===== src/rtl/memory_arbiter.sv =====
// Shares one unified memory between the instruction-fetch and data ports of the RV64I core.
// Each port's request is latched, then requests are served one at a time, alternating on ties.
module memory_arbiter #(
    parameter int ADDR_SIZE = 64,
    parameter int DATA_SIZE = 64
) (
    input  logic                   clock,
    input  logic                   reset,
    input  logic                   inst_enable,
    input  logic [ADDR_SIZE-1:0]   inst_addr,
    output logic [31:0]            inst_data,
    output logic                   inst_busy,
    input  logic                   data_enable,
    input  logic [ADDR_SIZE-1:0]   data_addr,
    input  logic [DATA_SIZE/8-1:0] data_byte_write_enable,
    input  logic [DATA_SIZE-1:0]   data_write_data,
    output logic [DATA_SIZE-1:0]   data_read_data,
    output logic                   data_busy,
    output logic                   mem_enable,
    output logic [ADDR_SIZE-1:0]   mem_addr,
    output logic [DATA_SIZE/8-1:0] mem_byte_write_enable,
    output logic [DATA_SIZE-1:0]   mem_write_data,
    input  logic [DATA_SIZE-1:0]   mem_read_data,
    input  logic                   mem_busy
);

    localparam int BWE_SIZE = DATA_SIZE / 8;

    typedef enum logic [1:0] {IDLE, ISSUE, WAIT_RISE, WAIT_FALL} state_t;
    typedef enum logic {GRANT_INST, GRANT_DATA} grant_t;

    state_t state, state_next;
    grant_t last_grant, active_grant, grant_sel;
    logic grant_valid, complete;

    logic [ADDR_SIZE-1:0] inst_addr_q, data_addr_q;
    logic [BWE_SIZE-1:0]  data_bwe_q, issue_bwe;
    logic [DATA_SIZE-1:0] data_wdata_q;

    // A busy port that is not in service is exactly a pending request, so IDLE arbitrates on busy flags.
    always_comb begin
        state_next  = state;
        grant_valid = 1'b0;
        grant_sel   = GRANT_INST;
        complete    = 1'b0;
        case (state)
            IDLE: begin
                if (inst_busy && data_busy) begin
                    grant_sel = (last_grant == GRANT_INST) ? GRANT_DATA : GRANT_INST;
                end else if (data_busy) begin
                    grant_sel = GRANT_DATA;
                end
                grant_valid = inst_busy || data_busy;
                if (grant_valid) begin
                    state_next = ISSUE;
                end
            end
            ISSUE: begin
                state_next = WAIT_RISE;
            end
            WAIT_RISE: begin
                if (mem_busy) begin
                    state_next = WAIT_FALL;
                end
            end
            WAIT_FALL: begin
                if (!mem_busy) begin
                    complete   = 1'b1;
                    state_next = IDLE;
                end
            end
            default: begin
                state_next = IDLE;
            end
        endcase
    end

    assign mem_enable            = (state == ISSUE);
    assign mem_byte_write_enable = mem_enable ? issue_bwe : '0;

    always_ff @(posedge clock or posedge reset) begin
        if (reset) begin
            state          <= IDLE;
            last_grant     <= GRANT_INST;
            active_grant   <= GRANT_INST;
            inst_busy      <= 1'b0;
            data_busy      <= 1'b0;
            inst_addr_q    <= '0;
            data_addr_q    <= '0;
            data_bwe_q     <= '0;
            data_wdata_q   <= '0;
            issue_bwe      <= '0;
            mem_addr       <= '0;
            mem_write_data <= '0;
            inst_data      <= '0;
            data_read_data <= '0;
        end else begin
            state <= state_next;

            if (inst_enable && !inst_busy) begin
                inst_addr_q <= inst_addr;
                inst_busy   <= 1'b1;
            end
            if (data_enable && !data_busy) begin
                data_addr_q  <= data_addr;
                data_bwe_q   <= data_byte_write_enable;
                data_wdata_q <= data_write_data;
                data_busy    <= 1'b1;
            end

            // Store data is only reloaded by data grants; a fetch leaves the last store value in place.
            if (grant_valid) begin
                last_grant   <= grant_sel;
                active_grant <= grant_sel;
                if (grant_sel == GRANT_DATA) begin
                    mem_addr       <= data_addr_q;
                    mem_write_data <= data_wdata_q;
                    issue_bwe      <= data_bwe_q;
                end else begin
                    mem_addr  <= inst_addr_q;
                    issue_bwe <= '0;
                end
            end

            if (complete) begin
                if (active_grant == GRANT_INST) begin
                    inst_data <= inst_addr_q[2] ? mem_read_data[63:32] : mem_read_data[31:0];
                    inst_busy <= 1'b0;
                end else begin
                    if (data_bwe_q == '0) begin
                        data_read_data <= mem_read_data;
                    end
                    data_busy <= 1'b0;
                end
            end
        end
    end

endmodule


===== config.mk =====
export PLATFORM = sky130hd
export DESIGN_NAME = memory_arbiter
export DESIGN_NICKNAME = d
export VERILOG_FILES = /design/src/rtl/memory_arbiter.sv
export SDC_FILE = /design/constraint.sdc
export NUM_CORES = 1
export LEC_CHECK = 0
export CAP_MARGIN = 20
export CORE_ASPECT_RATIO = 1.75
export CORE_MARGIN = 5
export CORE_UTILIZATION = 43
export DETAILED_ROUTE_END_ITERATION = 16
export PLACE_DENSITY = 0.76
export SYNTH_ARGS = -nofsm -noshare
export SYNTH_HDL_FRONTEND = slang
export SYNTH_SLANG_ARGS = --single-unit

===== constraint.sdc =====
create_clock -name clock -period 17.44 [get_ports clock]
set_input_delay 4.36 -clock clock [delete_from_list [all_inputs] [get_ports clock]]
set_output_delay 4.36 -clock clock [all_outputs]
set_load 0.05 [all_outputs]

Yosys cells after proc, flatten, opt, wreduce, memory -nomap -nowiden:

Cells that the tools add are included.

* equality and inequality tests: 6
* multiplexer cells: 21
* bitwise operators: 1
* reductions and logical operators: 12

Operators with widths (count)
* $mux W64: 1
* $mux W32: 1
* $mux W8: 2
* $mux W1: 13
* $logic_not A8 Y1: 1
* $pmux W2 S4: 1
* $mux W2: 3
* $ne A2 B2 Y1 const B: 3
* $reduce_and A3 Y1: 2
* $eq A2 B2 Y1 const B: 2
* $reduce_and A2 Y1: 2
* $logic_and A1 B1 Y1: 3
* $eq A2 B1 Y1 const B: 1
* $logic_not A1 Y1: 2
* $logic_not A2 Y1: 1
* $logic_or A1 B1 Y1: 1
* $not A1 Y1: 1

* bits in registers: 437
* output and inout port bits: 235
* word-level logic and storage cells: 53

Logic depth before layout (Yosys ltp):

Gate-level depths: netlist of run 1.

* depth in word-level cells: 5
* depth in mapped cells: 8
* gate-level depth less buffers: 5

Worst setup path after synthesis of run 1:

OpenSTA, ideal clock, no wires.

* path type: reg2out
* start point: register state[1]
* end point: output port mem_byte_write_enable[0]
* arrival time: 1.510 ns
* slack: 11.570 ns
* stages on the path, launching flop included: 4
* buffers on the path: 0
* cells stage by stage: dfrtp_1 -> inv_1 -> ha_1 -> and2_1

* word-level cells in the longest chain between the ends: 2

RTL lines
* start: declaration: line 32 `state_t state, state_next;`
* start signal: assignment: line 98 `state <= state_next;`
* $eq A2 B1 Y1: line 78 `assign mem_enable = (state == ISSUE);`
* via mem_enable: line 19 `output logic mem_enable,`
* $mux W8: line 79 `assign mem_byte_write_enable = mem_enable ? issue_bwe : '0;`
* end: declaration: line 21 `output logic [DATA_SIZE/8-1:0] mem_byte_write_enable,`

The timed path passes the listed nets, and every way through them passes these cells.

Worst setup path in the final report of run 1:

* start point: register state[1]
* end point: output port mem_byte_write_enable[7]

* word-level cells in the longest chain between the ends: 2

RTL lines (line)
* $eq A2 B1 Y1: 78
* $mux W8: 79

Every way passes these cells.

==> flow_metrics.py, run 1 <==
metrics = {
    "setup_path": {
        "crit_cells": 4,
        "r2r-start": "state[0]$_DFFE_PP0P_",
        "end_kind": "output pin",
        "critPathKind": "flop to output pin",
        "cp_slowest_cell": "clkdlybuf4s50_1",
        "crit_path_max_incr_delay_ns": 0.82,
        "reg2reg_depth": 7,
        "worstPathArrival_ns": 2.40,
        "cpLargestDelayFamily": "buffers and inverters",
        "crit_chain": "inv_1 > ha_1 > and2_1 > clkdlybuf4s50_1",
        "crit_path_max_fanout": 9,
        "startpoint": "state[1]$_DFFE_PP0P_",
        "worstPathRequired_ns": 13.08,
        "critPathBufInv": 2,
        "startpoint_type": "flop",
    },
    "placed_design": {
        "dpl_cell_area_um2": 22990,
        "gp_congestion": 0.8336,
        "dp_hpwl_mm": 36.24,
        "port_buffers": 503,
        "numPlacedInstances": 2237,
    },
    "power_and_ir_drop": {
        "p_int_mw": 2.936,
        "seqPwrFrac_pct": 34.3,
        "switching_share_pct": 42.06,
        "power.switching_mw": 2.131,
        "peakVddDrop_mv": 0.1043,
        "leakagePower_nw": 10.29,
        "p_clk_share_pct": 18.8,
        "power_density_nw_per_um2": 206.9,
        "p_comb_share_pct": 47.0,
    },
    "cells_and_area": {
        "nets": 2005,
        "fillCellCount": 3203,
        "drive_above_1_share_pct": 20.69,
        "syn_to_final_growth_pct": 39.70,
        "fin_area_um2": 24490,
        "final_cells": 2317,
    },
    "route": {
        "routedWlPerCell_um": 22.88,
        "drcViolationCount": 0,
        "dr.pass1.iters": 5,
        "ant_nets": 0,
        "wl_mm": 53.01,
        "drt-vias-per-instance": 5.388,
        "vias": 12480,
        "drt-initial-drc-count": 578,
    },
    "synthesis": {
        "synth-edff-count": 0,
        "synth-async-reset-ratio_pct": 100.0,
        "ys_top_cells_by_count": "dfrtp_1 (437), mux2_2 (263), nor2_1 (101), mux2_1 (66)",
        "synth_top_cell_by_area": "dfrtp_1",
        "syn_inst": 1269,
        "synth_most_common_cell": "dfrtp_1",
        "syn_nets": 1542,
        "ys_types": 29,
        "ys_top_cells_by_area": "dfrtp_1 (62%), mux2_2 (17%), mux2_1 (4.2%)",
        "avgSynthCellArea_um2": 13.82,
        "ys_seq_area_share_pct": 62.37,
        "ys_warn_count": 0,
        "ys.flop_type": "dfrtp_1",
        "yosysTopAreaCellShare_pct": 62.37,
        "ys_ff_latch": 437,
        "syn_area_um2": 17530,
    },
    "clock_network": {
        "clock_path_buffers": 3,
        "path_clk_slew_ns": 0.06,
        "cts_buffers": 41,
        "clock-root-buffer": "clkbuf_16",
        "clock_sinks": 437,
        "ctsResizeCount": 0,
        "clock_latency_ns": 0.55,
        "cts_tree": "yes",
        "cts_hold_buffers": 0,
        "ctsHtreeMaxLevel": 2,
        "postCtsSetupRepairBufs": 0,
    },
    "timing": {
        "finalClockSkew_ns": 0.01292,
        "hold_violations": 0,
        "finalCritPeriodShare_pct": 38.78,
        "hold_ws_ns": 0.4890,
        "slew_viol_final": 0,
        "setup_viol_count_final": 0,
        "grt_setup_unrepaired": "false",
        "min_period_ns": 6.763,
        "tightestPinTransition_ns": 1.040,
        "fin_tns_setup_ns": 0,
        "timing.slew.headroom_pct": 30.64,
        "max_freq_mhz": 147.9,
    },
    "global_routing": {
        "grt_max_degree": 126,
        "overflow": 0,
        "antenna_found_initial": 3,
        "grt_pass1_wl_mm": 81.72,
        "grtUsageTotal_pct": 23.07,
        "grt_pass1_vias": 13600,
    },
    "job": {
        "maxCapViolCount": 0,
    },
    "die": {
        "die-area_um2": 45080,
        "fp.dieH_um": 277.1,
        "start_util_pct": 43.20,
        "dieWidth_um": 162.7,
        "core_um2": 40590,
        "rows": 98,
        "ios": 504,
    },
    "hold_path": {
        "hold_start": "data_read_data[5]$_DFFE_PP0P_",
        "min-delay-path-class": "flop to flop",
        "worstHoldPathCells": 1,
    },
    "outcome": {
        "outcome": "completed",
    },
}
-- placed cells by master (no fill, tap or decap), types with 3 or more instances in the layout --
cell	count
bufinv_16	5
ha_1	3
nor2_1	101
diode_2	3
mux2_1	66
clkdlybuf4s50_1	503
a22o_1	8
o2111ai_1	64
mux2_2	263
dfrtp_1	435
clkbuf_16	42
clkbuf_8	8
mux2i_1	32
o21ai_0	50
clkbuf_1	6
a21oi_1	33
buf_4	18
a31oi_1	64
clkinv_2	8
o21ai_1	15
and2_1	8
-- layer usage --
layer  GRT usage (%)  vias to the layer above  part of all wire, %
li1                -                     5571                    -
met1           26.41                     6298                   36
met2           40.16                      513                   51
met3           6.523                      102                  7.9
met4           9.858                        0                  4.4
met5               0                        -                    0
-- logic make-up after synthesis --
kind of cell,Yosys count,synth area share [%]
AOI/OAI and AO/OA,238,8.855
adders and majority gates,4,0.2854
buffers and inverters,108,2.683
DFF,437,62.37
muxes,361,22.96
and+or+nand+nor,121,2.854
-- worst reg2reg max path, stage by stage (launching register included) --
cell and delay (ns):
dfrtp_1 0.42, inv_1 0.11, ha_2 0.16, buf_4 0.69
o21a_4 0.71, buf_4 0.70, nor2_1 0.18, a31oi_1 0.20
-- final timing paths --
path | endpoint | slack, ns
setup reg to reg | mem_addr[5]$_DFFE_PP0P_ | 14.20
hold reg to reg | data_read_data[5]$_DFFE_PP0P_ | 0.49
max in group asynchronous | inst_addr_q[2]$_DFFE_PP0P_ | 11.43
min in group asynchronous | mem_write_data[59]$_DFFE_PP0P_ | 4.38
hold / removal | data_read_data[5]$_DFFE_PP0P_ | 0.49
setup / recovery | mem_byte_write_enable[7] | 10.68
-- power by group through the flow --
stage               clock (mW)  sequential (mW)  combinational, mW
CTS                      0.974             1.74               2.40
global placement             0             1.73               2.35
finish                   0.950             1.74               2.38
floorplan                    0             2.42              0.894
global route              1.02             1.79               2.52
detailed placement           0             1.75               2.39
-- sequential cells by signal, summed over array words and instances (netlist names) --
name	cells
data_addr_q	64
data_read_data	64
data_wdata_q	64
inst_addr_q	64
mem_addr	64
mem_write_data	64
inst_data	32
data_bwe_q	8
issue_bwe	8
state	2
active_grant	1
data_busy	1
inst_busy	1
-- layout make-up --
class                      count  area, µm²  share of cell area, %
sequential                   437      10940                  44.65
multi-input combinational    724       6167                  25.18
timing repair buffer         523       5225                  21.33
clock buffer                  56       1184                  4.832
tap                          550      688.2                  2.809
clock inverter                19      259.0                  1.057
inverter                       5      26.28                 0.1073
antenna                        3      7.507                0.03065
-- metrics by stage --
step                      setup WS [ns]  power [mW]  util [%]
final                             10.68       5.067     60.35
after CTS                         10.62       5.112     60.20
after floorplan                  0.9066       3.314         -
after global routing              10.57       5.329     60.35
after global placement            10.79       4.073     56.64
after detailed placement          10.74       4.143     56.64
No activity file was read; power rests on OpenSTA's default activity.
==> inputs of run 2 (changes only) <==
Clock period 17.44 ns to 6.09 ns, I/O delays scaled along.
==> run 2 against run 1 <==
Against the previous run: design area decreased by 0.40%; die area unchanged; non-clock buffer count increased by 2; register-to-register slack got worse by 12 ns; clock-buffer cell count increased by 3; global-route usage decreased by 0.17 points; largest cell class unchanged; highest routed layer unchanged.
==> flow_metrics.py, run 2 (synthesized netlist as in run 1, its figures left out) <==
metrics = {
    "global_routing": {
        "use_met1_pct": 25.34,
        "met2_usage_pct": 40.15,
        "overflow": 0,
        "grt_pass1_vias": 13570,
        "use_met3_pct": 6.716,
        "grtUsageTotal_pct": 22.90,
        "antenna_found_initial": 6,
        "grt_max_degree": 116,
        "grt_pass1_wl_mm": 80.90,
        "busiest_layer": "met2",
    },
    "clock_network": {
        "ctsHtreeMaxLevel": 2,
        "clock-root-buffer": "clkbuf_16",
        "postCtsSetupRepairBufs": 0,
        "cts_buffers": 41,
        "ctsResizeCount": 0,
        "cts_hold_buffers": 0,
        "cts_tree": "yes",
        "clock_sinks": 437,
        "path_clk_slew_ns": 0.07,
        "clock_latency_ns": 0.54,
        "clock_path_buffers": 3,
    },
    "die": {
        "core_um2": 40590,
        "ios": 504,
        "die-area_um2": 45080,
        "rows": 98,
        "dieWidth_um": 162.7,
        "start_util_pct": 43.20,
        "fp.dieH_um": 277.1,
    },
    "setup_path": {
        "crit_path_max_incr_delay_ns": 0.81,
        "worstPathRequired_ns": 4.57,
        "critPathBufInv": 2,
        "cp_slowest_cell": "clkdlybuf4s50_1",
        "crit_chain": "inv_1 > ha_1 > and2_1 > clkdlybuf4s50_1",
        "startpoint": "state[1]$_DFFE_PP0P_",
        "crit_cells": 4,
        "worstPathArrival_ns": 2.40,
        "endpoint": "mem_byte_write_enable[7]",
        "cpLargestDelayFamily": "buffers and inverters",
        "end_kind": "output pin",
        "r2r-start": "state[1]$_DFFE_PP0P_",
        "timing.reg2reg.setup_slack_ns": 2.58,
        "critPathKind": "flop to output pin",
        "timing.rr.end": "mem_addr[40]$_DFFE_PP0P_",
        "startpoint_type": "flop",
        "crit_path_max_fanout": 9,
        "reg2reg_depth": 7,
    },
    "route": {
        "drt-initial-drc-count": 691,
        "ant_nets": 0,
        "drcViolationCount": 0,
        "vias": 12500,
        "drt-vias-per-instance": 5.397,
        "routedWlPerCell_um": 22.71,
        "wl_mm": 52.62,
        "dr.pass1.iters": 5,
    },
    "placed_design": {
        "gp_congestion": 0.8415,
        "port_buffers": 503,
        "dp_hpwl_mm": 36.91,
        "dp_worst_setup_slack_ns": 2.201,
    },
    "timing": {
        "finalCritPeriodShare_pct": 64.44,
        "grt_setup_unrepaired": "false",
        "timing.slew.headroom_pct": 34.43,
        "finalClockSkew_ns": 0.01854,
        "max_freq_mhz": 254.8,
        "min_period_ns": 3.924,
        "tightestPinTransition_ns": 0.9835,
        "hold_violations": 0,
        "setup_viol_count_final": 0,
        "setup_ws_ns": 2.166,
        "slew_viol_final": 0,
    },
    "hold_path": {
        "hold_start": "mem_write_data[22]$_DFFE_PP0P_",
        "min-delay-path-class": "flop to flop",
    },
    "power_and_ir_drop": {
        "leakagePower_nw": 10.23,
        "peakVddDrop_mv": 0.3099,
        "total_power_mw": 14.34,
        "power_density_nw_per_um2": 587.9,
    },
    "outcome": {
        "outcome": "completed",
    },
    "cells_and_area": {
        "syn_to_final_growth_pct": 39.14,
        "drive_above_1_share_pct": 20.22,
        "nets": 2007,
        "layout_commonest_cell": "clkdlybuf4s50_1",
        "final_cell_mix": "clkdlybuf4s50_1 (503), dfrtp_1 (435), mux2_2 (263), nor2_1 (101), mux2_1 (66)",
    },
    "job": {
        "maxCapViolCount": 0,
    },
}
[run 2: area by class of cell]
class                           count  area (µm²)
Inverter                            5       22.52
Antenna cell                        6       15.01
Clock buffer                       59        1176
Clock inverter                     11       140.1
Tap cell                          550       688.2
Fill cell                        3243       16190
Timing Repair Buffer              525        5250
Multi-Input combinational cell    724        6167
Sequential cell                   437       10940
[run 2: worst min path at each step]
stage,to,cells past startpoint
2_1_floorplan,issue_bwe[0]$_DFFE_PP0P_,1
3_3_place_gp,mem_write_data[51]$_DFFE_PP0P_,1
3_5_place_dp,mem_write_data[51]$_DFFE_PP0P_,1
4_1_cts,mem_write_data[51]$_DFFE_PP0P_,1
5_1_grt,issue_bwe[7]$_DFFE_PP0P_,1
6_report,mem_write_data[22]$_DFFE_PP0P_,1
[run 2: report_power, final]
group / switching (mW) / internal, mW / leakage (nW)
Sequential: 0.725 / 4.23 / 5.32
Combinational: 4.24 / 2.59 / 4.26
Clock: 1.09 / 1.47 / 0.649
[run 2: stage by stage]
stage	util [%]	instances	setup TNS, ns	cell area, µm²	hold WS [ns]
after detailed placement	56.83	2241	0	23070	0.4738
final	60.11	2317	0	24400	0.4827
after CTS	60.07	2311	0	24380	0.4876
after global placement	56.83	2241	0	23070	0.4662
after global routing	60.11	2316	0	24390	0.5033
after floorplan	-	1269	-583.74	17540	0.4584
[run 2: layer usage]
layer	wire length [µm]	up-vias
met5	0	-
met3	4490	110
met4	2578	0
li1	-	5555
met2	27100	542
met1	18450	6297
==> RTL edit: new RTL, flow settings as in run 1 <==
Register the output `data_read_data` once more, with the module's reset; this adds one clock of latency there. The other outputs are not delayed to match.
--- a/src/rtl/memory_arbiter.sv
+++ b/src/rtl/memory_arbiter.sv
@@ -28,6 +28,8 @@
 
     typedef enum logic [1:0] {IDLE, ISSUE, WAIT_RISE, WAIT_FALL} state_t;
     typedef enum logic {GRANT_INST, GRANT_DATA} grant_t;
+
+    logic [DATA_SIZE-1:0] data_read_data_s0;
 
     state_t state, state_next;
     grant_t last_grant, active_grant, grant_sel;
@@ -93,7 +95,7 @@
             mem_addr       <= '0;
             mem_write_data <= '0;
             inst_data      <= '0;
-            data_read_data <= '0;
+            data_read_data_s0 <= '0;
         end else begin
             state <= state_next;
 
@@ -128,7 +130,7 @@
                     inst_busy <= 1'b0;
                 end else begin
                     if (data_bwe_q == '0) begin
-                        data_read_data <= mem_read_data;
+                        data_read_data_s0 <= mem_read_data;
                     end
                     data_busy <= 1'b0;
                 end
@@ -136,5 +138,13 @@
         end
     end
 
+    always_ff @(posedge clock or posedge reset) begin
+        if (reset) begin
+            data_read_data <= '0;
+        end else begin
+            data_read_data <= data_read_data_s0;
+        end
+    end
+
 endmodule
 
Formal check against the unedited RTL: not equivalent (a bounded check fails within 10 cycles, from zero or initial values and one cycle with reset high).
==> RTL edit against run 1 <==
Total power rose by 6.2%; area after synthesis up 9.2%; final area increased by 7.5%; final cell count rose by 4.6%; wire length grew 4.8%; setup slack got worse by 0.54 ns; sequential cell count increased by 64; non-clock buffer count decreased by 1; critical endpoint is now data_addr_q[39]; largest cell class unchanged; highest routed layer is now met5.
==> RTL edit: results (changes against run 1) <==
| Metric | Value |
|---|---|
| Clock tree buffer count of the final layout | 61 (+8.9%) |
| Site Rows | 102 (+4.1%) |
| Sequential share of cell area | 47.64% (+3.0 points) |
| Diodes inserted | 15 (+12) |
| WP data arrival | 7.88 ns (+5.48 ns) |
| Signal buffers share of area | 19.76% (-1.6 points) |
| Fraction of the yosys area taken by sequential cells | 65.50% (+3.1 points) |
| Global-route wire length before repair | 84.46 mm (+3.4%) |
| Worst relative slew slack | 32.48% (+1.8 points) |
| Number of sinks driven by the clock tree | 501 (+15%) |
| Post-Synthesis Cells | 1332 (+5.0%) |
| Vias per inst | 5.352 (-0.66%) |
| Synth unique cells | 28 (-3.4%) |
| Instance area after placement | 24640 um^2 (+7.2%) |
| Share of final layout cell area taken by clock buffers and inverters | 6.188% (+0.30 points) |
| Number of DRC markers in iteration 0 | 712 (+23%) |
| Compound-gate portion of the synthesized area | 8.066% (-0.79 points) |
| Metal1 wirelength | 19.29 mm (+0.43%) |
| Pre-CTS WS | 9.408 ns (-1.331 ns) |
| Bufs w/o clock | 522 (-0.19%) |
| Placed Cells | 2323 (+3.8%) |
| Highest net fanout along the worst path | 70 (+61) |
| Fraction of final layout cells sized beyond drive strength 1 | 19.99% (-0.70 points) |
| Worst VDD drop | 0.0001643 V (+57%) |
| Main area contributors after synthesis | sky130_fd_sc_hd__dfrtp_1 (65%), sky130_fd_sc_hd__mux2_2 (15%), sky130_fd_sc_hd__mux2_1 (4.2%) |
| Last weighted congestion value of the routability-driven placer | 0.8472 (+1.6%) |
| Synthesized Nets | 1606 (+4.2%) |
| Maximum number of pins on one net before global-route repair | 188 (+49%) |
| CP peak stage delay | 0.79 ns (-0.03 ns) |
| GR Util met2 | 39.31% (-0.84 points) |
| Number of global-route vias before repair | 14060 (+3.4%) |
| Later-pin clock latency in the skew report | 0.57 ns (+0.02 ns) |
| Final wirelength | 55.56 mm (+4.8%) |
| Antenna violations before repair | 13 (+10) |
| DRT Pass-1 Iters | 5 (unchanged) |
| Area taken by multi-input logic gates | 6177 um^2 (+0.16%) |
| Met1 usage in global routing | 24.37% (-2.0 points) |
| Total length of routed met3 wires | 4.335 mm (+3.6%) |
| Highest routed layer | met5 |
| Proportion of total power due to net switching | 40.70% (-1.4 points) |
| Result of the run | complete, no violations |
| Amount of wire on met2 after detailed routing | 29.37 mm (+7.7%) |
| Global-route usage over all layers | 22.27% (-0.80 points) |
| Number of buffers inserted during clock tree synthesis | 45 (+9.8%) |
| Post-synth top cells | sky130_fd_sc_hd__dfrtp_1 (501), sky130_fd_sc_hd__mux2_2 (258), sky130_fd_sc_hd__nor2_1 (101) |
| Fraction of the mapped netlist area in adder cells | 0.3268% (+0.041 points) |
| Total half-perimeter wirelength after legalization and detailed placement | 38.56 mm (+6.4%) |
| Cell with the largest stage delay on the worst path | sky130_fd_sc_hd__buf_4 |
| Post-DR wirelength/cell | 22.93 um (+0.23%) |
-- RTL edit: cell types whose count changed after synthesis --
cell                        before  now
sky130_fd_sc_hd__mux2i_1        32   33
sky130_fd_sc_hd__a2bb2oi_1       1    0
sky130_fd_sc_hd__nand2_1         2    1
sky130_fd_sc_hd__buf_1           4    1
sky130_fd_sc_hd__buf_2          34   33
sky130_fd_sc_hd__mux2_1         66   71
sky130_fd_sc_hd__o21ai_1        15   17
sky130_fd_sc_hd__mux2_2        263  258
sky130_fd_sc_hd__clkbuf_1       59   62
sky130_fd_sc_hd__dfrtp_1       437  501
sky130_fd_sc_hd__o21ai_0        50   48
sky130_fd_sc_hd__ha_1            4    5
-- RTL edit: power groups by stage --
stage | logic [mW] | registers [mW] | clock network (mW)
after floorplan | 0.897 | 2.60 | 0
after global placement | 2.33 | 1.93 | 0
after detailed placement | 2.37 | 1.96 | 0
after CTS | 2.38 | 1.94 | 1.10
after global routing | 2.52 | 1.98 | 1.15
final | 2.38 | 1.92 | 1.08
-- RTL edit: final timing paths --
check	from	to	slack, ns	cells past startpoint
worst max-delay path	reset	data_addr_q[39]	10.14	5
worst min-delay path	data_read_data_s0[9]	data_read_data[9]	0.36	0
worst max register to register	state[0]	mem_write_data[18]	14.03	8
worst min register to register	data_read_data_s0[9]	data_read_data[9]	0.36	0
max in group clock	state[1]	mem_byte_write_enable[3]	10.59	4
min in group asynchronous	reset	data_wdata_q[52]	4.33	2
-- RTL edit: cells by family (layout without fill, tap and decap cells) --
kind of cell | Yosys count | count (layout)
compound gates | 237 | 237
fa+ha+maj | 5 | 5
buf+inv | 107 | 611
flops | 501 | 501
mux | 362 | 362
other cells | 0 | 15
simple gates | 120 | 120
